$ cat src/rtl/status_flag_capture.sv
// status_flag_capture
//   Builds the registered peripheral status vector that feeds the interrupt stage.
//   Each bit is either sticky or live:
//   - Sticky bits set on an event and are held until software clears them
//     (write-1-to-clear). An event sets the bit either on a rising edge of its
//     input or whenever the input is high (level mode).
//   - Live bits are a registered copy of their input, one cycle late.
//   Events that arrive while their sticky bit is already set are lost. Lost
//   events are counted in a saturating debug counter.
//
// Ports
//   clk            system clock; all state updates on the rising edge
//   n_rst          asynchronous active-low reset
//   event_in       raw event/level inputs, synchronous to clk
//   clear_en       software write strobe to the status register
//   clear_mask     write data; 1 clears the matching sticky bit
//   overrun_clear  zeroes overrun_count
//   status         registered status vector
//   overrun_count  saturating count of lost sticky events
module status_flag_capture #(
   parameter int unsigned           WIDTH       = 13,
   parameter logic [WIDTH-1:0]      STICKY_MASK = 13'h006D,
   parameter logic [WIDTH-1:0]      EDGE_MASK   = 13'h0024,
   parameter int unsigned           CNT_W       = 8
) (
   input  logic             clk,
   input  logic             n_rst,
   input  logic [WIDTH-1:0] event_in,
   input  logic             clear_en,
   input  logic [WIDTH-1:0] clear_mask,
   input  logic             overrun_clear,
   output logic [WIDTH-1:0] status,
   output logic [CNT_W-1:0] overrun_count
);

   logic [WIDTH-1:0] event_prev_q, event_prev_d;
   logic [WIDTH-1:0] status_q, status_d;
   logic [CNT_W-1:0] count_q, count_d;

   logic [WIDTH-1:0] set_vec;
   logic [WIDTH-1:0] clr_vec;
   logic [WIDTH-1:0] sticky_next;
   logic [WIDTH-1:0] lost_vec;

   always_comb begin
      event_prev_d = event_in;

      clr_vec = {WIDTH{clear_en}} & clear_mask;

      // Edge-mode bits fire only on a 0->1 transition; level-mode bits fire while high.
      set_vec = (EDGE_MASK & event_in & ~event_prev_q) | (~EDGE_MASK & event_in);

      // Set wins over a simultaneous clear.
      sticky_next = set_vec | (status_q & ~clr_vec);
      status_d    = (STICKY_MASK & sticky_next) | (~STICKY_MASK & event_in);

      // An event is lost only if its bit is set and stays set through this cycle's clear.
      lost_vec = STICKY_MASK & set_vec & status_q & ~clr_vec;

      count_d = count_q;
      if (overrun_clear) begin
         count_d = '0;
      end else if ((|lost_vec) && (count_q != '1)) begin
         count_d = count_q + 1'b1;
      end
   end

   always_ff @(posedge clk or negedge n_rst) begin
      if (!n_rst) begin
         event_prev_q <= '0;
         status_q     <= '0;
         count_q      <= '0;
      end else begin
         event_prev_q <= event_prev_d;
         status_q     <= status_d;
         count_q      <= count_d;
      end
   end

   assign status        = status_q;
   assign overrun_count = count_q;

endmodule

$ cat config.mk
export PLATFORM = sky130hd
export DESIGN_NAME = status_flag_capture
export DESIGN_NICKNAME = d
export VERILOG_FILES = /design/src/rtl/status_flag_capture.sv
export SDC_FILE = /design/constraint.sdc
export NUM_CORES = 1
export LEC_CHECK = 0
export ABC_AREA = 1
export BUFFER_PORTS_ARGS = -buffer_cell sky130_fd_sc_hd__buf_2
export CAP_MARGIN = 20
export CORE_MARGIN = 5
export CORE_UTILIZATION = 45
export CTS_CLUSTER_DIAMETER = 80
export CTS_CLUSTER_SIZE = 16
export DETAILED_ROUTE_END_ITERATION = 16
export PLACE_DENSITY_LB_ADDON = 0.3
export SLEW_MARGIN = 0
export SYNTH_ARGS = -nofsm -noshare
export SYNTH_HDL_FRONTEND = slang
export SYNTH_SLANG_ARGS = --single-unit
$ cat constraint.sdc
create_clock -name clk -period 1.6 [get_ports clk]
set_input_delay 0.08 -clock clk [delete_from_list [all_inputs] [get_ports clk]]
set_output_delay 0.08 -clock clk [all_outputs]
set_load 0.05 [all_outputs]
Yosys cells after proc, flatten, opt, wreduce, memory -nomap -nowiden
Cells that the tools add are included.

Register bits after elaboration: 28. Input port bits: 30. Output and inout bits: 21. Word-level logic and storage cells: 20.

Add/sub/neg operators: 1. Equality and inequality tests: 1. Muxes and demuxes: 2. Bitwise gates (word level): 10. Reductions and logical operators: 3.

Operators by type and width (number): $and 13x13->13 (2); $mux 8 (2); $or 7x7->7 (2); $and 7x13->13 (1); $not 13->13 (1); $or 7x13->13 (1); $reduce_or 13->1 (1); $add 8x1->8 const B (1); $ne 8x8->1 const B (1); $and 6x7->7 (1); $and 7x7->7 (1); $not 7->7 (1); $reduce_bool 2->1 (1); $logic_and 1x1->1 (1).

Depth between registers and ports, before layout
Gate-level depths: netlist of the first run.

Word-level depth: 9. Depth in mapped cells: 9.

Worst setup path after synthesis of the first run
OpenSTA, ideal clock, no wires.

Path kind: reg-to-reg. Start point: reg count_q[0], in the netlist overrun_count[0]. End point: reg count_q[7], in the netlist overrun_count[7]. Arrival time: 1.634 ns. Required time: 1.534 ns. Path slack: -0.100 ns. Stages on the path, launching flop included: 8. Path buffers: 0. Period minus slack after synthesis: 1.700 ns. Cells stage by stage: dfrtp_1 ha_1 nand2_2 nor2_4 nand4_4 nand2_4 nand3_1 nand2_1.

Longest elaborated chain between the ends: 3. Elaborated cells on any way between the ends: 6. Classes of those cells: add/sub: 1; eq/ne: 1; mux: 2; reduce/logical: 2.

Ends and longest elaborated chain: from (decl) (line 38) `logic [CNT_W-1:0] count_q, count_d;`; from (signal assigned) (line 76) `count_q <= count_d;`; $add 8x1->8 / $ne 8x8->1 (equally long branches) (line 64, 63); $mux 8 / $logic_and 1x1->1 (equally long branches) (line 63) `end else if ((|lost_vec) && (count_q != '1)) begin`; $mux 8 / $reduce_bool 2->1 (equally long branches).

Several ways; a longest one is shown, not always the timed one. The select of a mux whose other input is x is not followed. A chain may end at the register's enable or synchronous reset.

Final worst setup path of the first run
Start point: reg count_q[0], in the netlist overrun_count[0]. End point: reg count_q[4], in the netlist overrun_count[4].

Same word-level chain as after synthesis.

==> flow_metrics.py, run 1 <==
metrics = {
    "run_status": {
        "run_status": "finished, final reports clean",
    },
    "yosys": {
        "synth_warnings": 0,
        "netlist_area_before_placement_sq_um": 1070,
        "synthesis.nets": 141,
        "postSynthAreaPerCell_sq_um": 9.71,
        "ffs_latches_synth": 23,
        "yosysSeqAreaShare_pct": 53.9,
        "synth_area_leaders": "dfrtp_1 (54%), nand2_1 (8.8%), nand4_1 (5.3%)",
        "cell_taking_the_most_area_after_synthesis": "dfrtp_1",
        "netlist_instances": 110,
        "synth_top_area_share_pct": 53.9,
        "post_synth_num_cell_types": 26,
    },
    "global_routing": {
        "largest_net_degree_at_the_start_of_global_routing": 24,
        "grt_pass1_wl_um": 3780,
        "antenna_found_initial": 0,
        "vias_in_the_first_global_route": 887,
        "groute.usage.overall_pct": 13.7,
        "grt_overflow_total": 0,
    },
    "critical_path": {
        "worst_r2r_endpoint": "overrun_count[4]$_DFFE_PN0P_",
        "timing.rr.start": "overrun_count[0]$_DFFE_PN0P_",
        "timing.critical_path.max_delay_family": "simple AND/OR/NAND/NOR gates",
        "timing.reg2reg.worst_path_depth": 7,
        "worst_setup_path_start_kind": "register",
        "max_stage_delay_ns": 0.41,
        "crit_start": "overrun_count[0]$_DFFE_PN0P_",
        "critical_path_cell_list": "ha_1 > nand2_2 > nor2_4 > nand4_4 > nand2_4 > nand3_1 > nand2_1",
        "crit_type": "register to register",
        "path_depth": 7,
        "path_buf_inv": 0,
        "reg2reg_setup_slack_ns": 0.15,
        "cp_slowest_cell": "dfrtp_2",
        "data_required_time_at_the_worst_endpoint_ns": 1.85,
        "worst_setup_path_end_kind": "register",
        "worstPathArrival_ns": 1.69,
        "critical_path.max_fanout": 9,
    },
    "placement": {
        "place_ws_ns": 0.179,
        "placed_cells": 176,
        "buffer_ports.inserted": 42,
        "detailedPlacementHpwl_um": 1580,
        "gpl.final_weighted_congestion": 0.734,
    },
    "clock_network": {
        "worst_setup_hold_path_clk_slew_ns": 0.12,
        "clock-sinks": 23,
        "clock_tree.buffer_depth": 2,
        "worstSkewPairLatency_ns": 0.30,
        "h-tree-depth": 1,
        "root_buffer": "clkbuf_4",
        "cts_inserted_buffers": 3,
        "tritoncts": "built",
    },
    "job": {
        "maxCapViolations": 0,
    },
    "worst_hold_path": {
        "timing.hold.worst.start": "clear_mask[3]",
        "worst_hold_path.num_cells": 3,
        "min-delay-path-class": "input port to register",
        "worst_hold_path.endpoint": "status[3]$_DFF_PN0_",
    },
    "route": {
        "detailed_route_wire_length_per_cell_um": 11.5,
        "first_pass_iters": 4,
        "top_layer": "met3",
        "dr_wl_met3_um": 189,
        "via_total_after_detailed_routing": 949,
        "viasPerCell": 4.89,
        "m1WireLength_um": 966,
        "detail_route.iter0.violations": 23,
        "final_antenna_net_count": 0,
        "route.met2.wl_um": 1070,
        "drc_errors": 0,
        "routed_wirelength_um": 2230,
    },
    "cells_and_area": {
        "mostFrequentLayoutCells": "buf_2 (42), nand2_1 (25), dfrtp_1 (21)",
        "register_area_sq_um": 578,
        "final_nets": 198,
        "antenna_cells_inserted": 0,
        "final_core_util_pct": 65.2,
        "layout.filler_cells": 182,
        "layout-drive-gt1-share_pct": 36.1,
        "mostFrequentLayoutCell": "buf_2",
        "flow.area_growth_from_synthesis_pct": 36.3,
        "multiInputGateArea_sq_um": 420,
        "final_cell_count_no_fill": 194,
    },
    "die": {
        "design.core.area_sq_um": 2230,
        "die-area_sq_um": 3450,
        "die_w_um": 58.7,
        "starting_density_of_the_core_pct": 47.8,
        "die_h_um": 58.7,
        "io_pins": 51,
        "standard_cell_row_count": 17,
    },
    "sta": {
        "post-route-worst-setup-slack_ns": 0.154,
        "timing_max_transition_violations_final": 0,
        "final.setup_skew_ns": 0.00459,
        "transition_time_at_the_pin_with_the_least_slew_margin_ns": 0.489,
        "final_min_period_over_clock_period_pct": 90.4,
        "final.min_clock_period_ns": 1.45,
        "final_hold_viol_count": 0,
        "finalSetupViolCount": 0,
        "grt_setup_unrepaired": "false",
        "slew_headroom_pct": 67.4,
        "tns_ns": 0,
        "fmaxAchievable_mhz": 692,
    },
    "pwr": {
        "vdd_ir_max_mv": 0.613,
        "cellPowerDensity_nw_per_um2": 820,
        "static-leakage-power_uw": 0.000792,
    },
}
==> layout make-up <==
cell class / count / share of cell area, %
flip-flops and latches: 23 / 39.7
multi-input cells: 71 / 28.9
repair buffers: 56 / 24.1
inverters: 12 / 3.09
well taps: 28 / 2.41
clock buffers: 3 / 1.55
clock inverters: 1 / 0.344
==> registers in the layout, summed over array words and instances (netlist names) <==
signal / flops
overrun_count: 8
event_prev_q: 4
status: 11
==> worst max path at each step <==
| stage | to | slack [ns] |
|---|---|---|
| global route | overrun_count[2]$_DFFE_PN0P_ | 0.03 |
| global placement | overrun_count[1]$_DFFE_PN0P_ | 0.21 |
| finish | overrun_count[4]$_DFFE_PN0P_ | 0.15 |
| CTS | overrun_count[4]$_DFFE_PN0P_ | 0.15 |
| floorplan | overrun_count[7]$_DFFE_PN0P_ | 0.06 |
| detailed placement | overrun_count[4]$_DFFE_PN0P_ | 0.18 |
==> power by group <==
part	total, uW	internal (uW)	switching (uW)
registers	639	616	23.3
clock network	257	93.1	164
logic	298	93.5	204
==> per-stage QoR <==
step	instance area, sq um	hold slack, ns	power (uW)
final	1460	0.0676	1190
after global routing	1460	0.0751	1260
after CTS	1460	0.0370	1220
after detailed placement	1290	0.0817	922
after global placement	1290	0.0727	916
after floorplan	1070	-0.216	837
==> routing by layer <==
layer | vias to the layer above | GRT usage [%]
li1 | 472 | -
met1 | 448 | 18.6
met2 | 29 | 21.6
met3 | 0 | 3.29
met4 | 0 | 3.88
met5 | - | 0
==> synth_stat cells (all sizes together) <==
cell	count
nand2	30
dfrtp	23
inv	12
nand3	12
nand4	10
nor2	7
a21o	3
buf	2
clkbuf	2
xor2	2
a21oi	1
a22o	1
ha	1
nand3b	1
nor3	1
o21ai	1
o21bai	1
==> worst min-delay path, stage by stage <==
cell	delay [ns]
buf_2	0.09
nand2_1	0.06
a21o_1	0.11
==> cells by family (layout without fill, tap and decap cells) <==
| kind of cell | count (synthesis) | after routing | synth area share, % |
|---|---|---|---|
| DFF | 23 | 23 | 53.9 |
| adders and majority gates | 1 | 1 | 1.17 |
| xor gates and xnor gates | 2 | 2 | 1.64 |
| and+or+nand+nor | 61 | 61 | 32.0 |
| AOI/OAI and AO/OA | 7 | 7 | 4.57 |
| buffers and inverters | 16 | 72 | 6.79 |
==> timing repair <==
| action | in CTS | in global routing |
|---|---|---|
| hold buffers | 14 | 0 |
| resized for setup | 0 | 0 |
| buffers inserted | 0 | 0 |
| endpoints found under the hold margin | 36 | 0 |
(Power assumes the default switching activity.)
==> run 2, diff against run 1 <==
Settings changed: ABC_AREA 1 to not set, CORE_UTILIZATION 45 to 43, GPL_ROUTABILITY_DRIVEN set to 1.
==> run 2 against run 1 <==
  * Largest power group unchanged
  * Sequential share of layout area decreased by 0.49 points
  * Largest cell class unchanged
  * The run now ends with setup timing left
  * Die area shrank 3.4%
  * Critical path type unchanged
  * Design area rose by 2.6%
  * Clock-buffer cell count did not move
==> flow_metrics.py, run 2 <==
metrics = {
    "sta": {
        "final.setup_skew_ns": 0.0139,
        "grt_setup_unrepaired": "true",
        "post-route-worst-setup-slack_ns": -0.0176,
        "final_min_period_over_clock_period_pct": 101,
        "final_hold_viol_count": 0,
        "final.min_clock_period_ns": 1.62,
        "hold_ws_ns": 0.0692,
        "fmaxAchievable_mhz": 618,
        "slew_headroom_pct": 66.3,
        "finalSetupViolCount": 1,
        "transition_time_at_the_pin_with_the_least_slew_margin_ns": 0.506,
        "timing_max_transition_violations_final": 0,
    },
    "critical_path": {
        "worst_r2r_endpoint": "overrun_count[7]$_DFFE_PN0P_",
        "timing.reg2reg.worst_path_depth": 5,
        "critical_path.max_fanout": 6,
        "worst_setup_path_end_kind": "register",
        "worst_setup_path_start_kind": "register",
        "timing.rr.start": "overrun_count[3]$_DFFE_PN0P_",
        "worstPathArrival_ns": 1.83,
        "crit_start": "overrun_count[3]$_DFFE_PN0P_",
        "reg2reg_setup_slack_ns": -0.02,
        "crit_type": "register to register",
        "data_required_time_at_the_worst_endpoint_ns": 1.81,
        "worst_setup_path_endpoint": "overrun_count[7]$_DFFE_PN0P_",
    },
    "job": {
        "maxCapViolations": 0,
    },
    "yosys": {
        "synthesis.nets": 112,
        "post_synth_num_cell_types": 28,
        "yosysSeqAreaShare_pct": 58.7,
        "netlist_area_before_placement_sq_um": 980,
        "cell_taking_the_most_area_after_synthesis": "dfrtp_1",
        "synth_enable_flop_cells": 0,
        "synth_async_sr_flop_share_pct": 100,
        "synthMostInstantiatedCell": "dfrtp_1",
        "synth_area_leaders": "dfrtp_1 (59%), nor2_1 (3.4%), a32oi_2 (3.3%)",
        "synth_warnings": 0,
        "primary_ff_master_synth": "dfrtp_1",
        "postSynthAreaPerCell_sq_um": 12.1,
        "netlist_instances": 81,
        "synth_top_area_share_pct": 58.7,
        "ffs_latches_synth": 23,
        "yosys-top-cells-count": "dfrtp_1 (23), nor2_1 (9), nand2_1 (8)",
    },
    "global_routing": {
        "antenna_found_initial": 0,
        "grt_overflow_total": 0,
        "groute.usage.overall_pct": 15.9,
        "grt_pass1_wl_um": 4120,
        "vias_in_the_first_global_route": 924,
        "largest_net_degree_at_the_start_of_global_routing": 24,
    },
    "clock_network": {
        "clock_tree.buffer_depth": 2,
        "worstSkewPairLatency_ns": 0.31,
        "clock-sinks": 23,
        "cts_inserted_buffers": 3,
        "tritoncts": "built",
        "root_buffer": "clkbuf_4",
        "worst_setup_hold_path_clk_slew_ns": 0.13,
        "h-tree-depth": 1,
    },
    "die": {
        "die_h_um": 57.7,
        "starting_density_of_the_core_pct": 44.7,
        "standard_cell_row_count": 17,
        "io_pins": 51,
        "die_w_um": 57.7,
        "design.core.area_sq_um": 2190,
        "die-area_sq_um": 3330,
    },
    "placement": {
        "buffer_ports.inserted": 42,
        "gpl.final_weighted_congestion": 0.709,
        "detailedPlacementHpwl_um": 1710,
    },
    "cells_and_area": {
        "layout.filler_cells": 174,
        "mostFrequentLayoutCell": "buf_2",
        "flow.area_growth_from_synthesis_pct": 52.5,
        "final_nets": 181,
        "largest_register_ff_count": 11,
        "antenna_cells_inserted": 0,
        "final_core_util_pct": 68.2,
        "mostFrequentLayoutCells": "buf_2 (42), dfrtp_1 (15), dlygate4sd3_1 (14)",
        "layout-drive-gt1-share_pct": 52.3,
    },
    "pwr": {
        "vdd_ir_max_mv": 0.709,
        "cellPowerDensity_nw_per_um2": 850,
        "static-leakage-power_uw": 0.000736,
    },
    "route": {
        "detail_route.iter0.violations": 17,
        "routed_wirelength_um": 2390,
        "via_total_after_detailed_routing": 867,
        "detailed_route_wire_length_per_cell_um": 13.5,
        "final_antenna_net_count": 0,
        "first_pass_iters": 3,
        "drc_errors": 0,
        "viasPerCell": 4.90,
    },
    "worst_hold_path": {
        "min-delay-path-class": "input port to register",
    },
    "run_status": {
        "run_status": "finished, violations left",
        "failing_checks": "setup timing",
    },
}
run 2: cell types whose count changed after synthesis, sizes merged, moves of 3 or more:
cell | before | now
nor2b | 0 | 5
nand3 | 12 | 1
nand4 | 10 | 2
inv | 12 | 1
nand2 | 30 | 8
mux2 | 0 | 3
run 2: kinds of logic (layout without fill, tap and decap cells):
family	count (synthesis)	after routing	synth area share (%)
adders and majority gates	1	1	1.28
buffers and inverters	4	72	2.30
AOI/OAI and AO/OA	14	14	13.3
xor gates and xnor gates	1	1	0.894
DFF	23	23	58.7
and+or+nand+nor	34	34	18.6
muxes	4	4	4.85
run 2: what timing repair did:
action | CTS | global route
hold endpoints to repair | 36 | 0
setup endpoints to repair | 1 | 6
gates resized for setup | 2 | 3
pin swaps | 5 | 7
buffers inserted | 2 | 0
hold buffers | 14 | 0
run 2: how the worst min path moves through the flow:
stage | start | to | slack, ns | cells after the start
finish | clear_mask[2] | status[2]$_DFF_PN0_ | 0.07 | 4
global route | clear_mask[2] | status[2]$_DFF_PN0_ | 0.06 | 4
CTS | clear_mask[2] | status[2]$_DFF_PN0_ | 0.07 | 4
detailed placement | n_rst | overrun_count[7]$_DFFE_PN0P_ | 0.08 | 1
global placement | n_rst | overrun_count[7]$_DFFE_PN0P_ | 0.08 | 1
floorplan | n_rst | event_prev_q[1]$_DFF_PN0_ | -0.22 | 0
run 2: report_power, final:
| group | internal, uW | total (uW) | switching, uW |
|---|---|---|---|
| registers | 619 | 644 | 25.6 |
| logic | 136 | 359 | 224 |
| clock network | 93.2 | 266 | 173 |
run 2: per-layer routing:
| metal | GRT usage [%] | up-vias | part of all wire [%] |
|---|---|---|---|
| li1 | - | 418 | - |
| met1 | 17.8 | 419 | 40 |
| met2 | 28.5 | 26 | 52 |
| met3 | 4.23 | 4 | 6.5 |
| met4 | 5.96 | 0 | 1.4 |
| met5 | 0 | - | 0 |
run 2: cell type report:
class | count | area (sq um) | area share, %
multi-input cells | 54 | 409 | 27.4
repair buffers | 67 | 433 | 29.0
clock inverters | 1 | 5.00 | 0.335
well taps | 28 | 35.0 | 2.35
clock buffers | 3 | 22.5 | 1.51
inverters | 1 | 3.75 | 0.251
flip-flops and latches | 23 | 586 | 39.2
run 2: critical path, stage by stage, from the launching register on:
cell,delay [ns]
dfrtp_2,0.42
and4_4,0.19
and4_4,0.19
a31oi_4,0.21
and3_4,0.23
mux2_4,0.29
run 2: through the flow:
step	total power (uW)	cell area [sq um]	setup TNS, ns	worst slack [ns]	cells
after global routing	1340	1490	-0.206	-0.0857	177
after CTS	1260	1480	-0.00914	-0.00914	177
final	1270	1490	-0.0176	-0.0176	177
after global placement	964	1290	-0.00643	-0.00643	157
after floorplan	853	992	-0.506	-0.204	81
after detailed placement	974	1290	0	0.00911	157
==> run 3, diff against run 2 <==
Settings changed: CORE_UTILIZATION 43 to 47.
Clock period 1.6 ns to 1.9 ns, I/O delays scaled along.
==> run 3 against run 2 <==
  * The flow now finishes without violations
  * Hold slack gained 0.013 ns
  * Clock skew shrank 0.0081 ns
  * Final cell count shrank 6.2%
  * Critical path type unchanged
  * Critical endpoint unchanged
==> flow_metrics.py, run 3 (synthesis results as in run 2) <==
metrics = {
    "run_status": {
        "run_status": "finished, final reports clean",
    },
    "pwr": {
        "netSwitchingPower_uw": 335,
        "total_power_uw": 1030,
        "cellPowerDensity_nw_per_um2": 743,
        "sequentialPowerShare_pct": 53.2,
        "static-leakage-power_uw": 0.000682,
        "vdd_ir_max_mv": 0.525,
        "internal_power_uw": 693,
        "power.share.clock_pct": 21.4,
        "comb_power_share_pct": 25.4,
        "power_switching_share_pct": 32.6,
    },
    "sta": {
        "finalSetupViolCount": 0,
        "timing_max_transition_violations_final": 0,
        "slew_headroom_pct": 67.1,
        "tns_ns": 0,
        "fmaxAchievable_mhz": 601,
        "final.min_clock_period_ns": 1.66,
        "grt_setup_unrepaired": "false",
        "final.setup_skew_ns": 0.00578,
        "final_hold_viol_count": 0,
        "transition_time_at_the_pin_with_the_least_slew_margin_ns": 0.493,
        "final_min_period_over_clock_period_pct": 87.5,
        "post-route-worst-setup-slack_ns": 0.237,
    },
    "critical_path": {
        "cp_slowest_cell": "dfrtp_2",
        "max_stage_delay_ns": 0.47,
        "critical_path.max_fanout": 6,
        "data_required_time_at_the_worst_endpoint_ns": 2.10,
        "worstPathArrival_ns": 1.87,
        "reg2reg_setup_slack_ns": 0.24,
        "worst_setup_path_start_kind": "register",
        "crit_type": "register to register",
        "critical_path_cell_list": "ha_1 > and4_4 > a31oi_4 > and3_1 > mux2_4",
        "worst_setup_path_end_kind": "register",
    },
    "route": {
        "viasPerCell": 5.00,
        "via_total_after_detailed_routing": 830,
        "dr_wl_met3_um": 207,
        "route.met2.wl_um": 1130,
        "m1WireLength_um": 830,
        "first_pass_iters": 4,
        "routed_wirelength_um": 2180,
        "drc_errors": 0,
        "final_antenna_net_count": 0,
        "top_layer": "met4",
        "detail_route.iter0.violations": 5,
        "detailed_route_wire_length_per_cell_um": 13.2,
    },
    "cells_and_area": {
        "layout.filler_cells": 137,
        "mostFrequentLayoutCell": "buf_2",
        "flow.area_growth_from_synthesis_pct": 41.3,
        "layout-drive-gt1-share_pct": 41.7,
        "final_nets": 171,
        "largest_register_ff_count": 11,
        "mostFrequentLayoutCells": "buf_2 (42), dfrtp_1 (19), dlygate4sd3_1 (14)",
        "antenna_cells_inserted": 0,
        "final_core_util_pct": 69.8,
    },
    "clock_network": {
        "worstSkewPairLatency_ns": 0.30,
        "ctsResizeCount": 0,
        "cts_inserted_buffers": 3,
        "root_buffer": "clkbuf_4",
        "worst_setup_hold_path_clk_slew_ns": 0.12,
        "h-tree-depth": 1,
        "tritoncts": "built",
        "clock_tree.buffer_depth": 2,
        "clock-sinks": 23,
    },
    "die": {
        "io_pins": 51,
        "die-area_sq_um": 3100,
        "standard_cell_row_count": 16,
        "starting_density_of_the_core_pct": 49.4,
        "die_w_um": 55.7,
        "design.core.area_sq_um": 1980,
        "die_h_um": 55.7,
    },
    "global_routing": {
        "grt_pass1_wl_um": 3850,
        "antenna_found_initial": 0,
        "grt_overflow_total": 0,
        "vias_in_the_first_global_route": 874,
        "largest_net_degree_at_the_start_of_global_routing": 24,
        "groute.usage.overall_pct": 15.7,
    },
    "placement": {
        "buffer_ports.inserted": 42,
        "place_ws_ns": 0.241,
        "gpl.final_weighted_congestion": 0.756,
        "detailedPlacementHpwl_um": 1560,
    },
    "worst_hold_path": {
        "min-delay-path-class": "input port to register",
    },
    "job": {
        "maxCapViolations": 0,
    },
}
[run 3: cell count changes in the layout (fill, tap and decap cells not counted)]
cell      before  now
buf_4         11    1
nor2b_2        1    0
nor2b_1        4    5
and3_1         1    2
mux2_1         0    2
ha_4           1    0
clkinv_2       1    0
dfrtp_1       15   19
dfrtp_2        8    4
and3_4         1    0
mux2_4         3    1
ha_1           0    1
clkbuf_1       0    1
[run 3: path summary, 6_finish.rpt]
path	startpoint	end	depth (start not counted)
max in group asynchronous	n_rst	overrun_count[2]$_DFFE_PN0P_	2
worst min-delay path	clear_mask[2]	status[2]$_DFF_PN0_	4
worst min register to register	event_prev_q[2]$_DFF_PN0_	status[2]$_DFF_PN0_	1
worst max-delay path	overrun_count[0]$_DFFE_PN0P_	overrun_count[7]$_DFFE_PN0P_	5
worst max register to register	overrun_count[0]$_DFFE_PN0P_	overrun_count[7]$_DFFE_PN0P_	5
min in group asynchronous	n_rst	overrun_count[7]$_DFFE_PN0P_	2
[run 3: timing repair]
item | in CTS | in global routing
hold endpoints to repair | 36 | 0
hold buffers | 14 | 0
setup buffers | 0 | 0
setup endpoints to repair | 0 | 0
[run 3: metrics by stage]
stage               cell area (sq um)  instances  hold slack (ns)
floorplan                         985         81           -0.201
global placement                 1220        148           0.0842
detailed placement               1220        148           0.0898
CTS                              1380        166           0.0726
global route                     1380        166           0.0801
finish                           1380        166           0.0825
[run 3: worst max-delay path: cells and delay by family, from the launching register on]
| kind | cells | cell delay (ns) |
|---|---|---|
| AOI/OAI and AO/OA | 1 | 0.17 |
| adders and majority gates | 1 | 0.27 |
| DFF | 1 | 0.47 |
| muxes | 1 | 0.30 |
| and+or+nand+nor | 2 | 0.37 |
[run 3: routing by layer]
metal	vias up	track usage [%]
met5	-	0
met4	0	6.25
met3	2	6.26
met2	29	25.7
met1	399	18.2
li1	400	-
[run 3: final cells by class]
type	instances	area, sq um	area share [%]
Clock buffer	4	26.3	1.90
Inverter	1	3.75	0.271
Multi-Input combinational cell	54	382	27.6
Sequential cell	23	581	42.0
Tap cell	27	33.8	2.44
Timing Repair Buffer	57	358	25.9
[run 3: power groups by stage]
stage | Sequential, uW | Clock (uW) | Combinational, uW
after detailed placement | 557 | 0 | 241
after global routing | 553 | 255 | 284
after global placement | 554 | 0 | 234
after CTS | 547 | 226 | 263
final | 547 | 220 | 261
after floorplan | 643 | 0 | 73.6
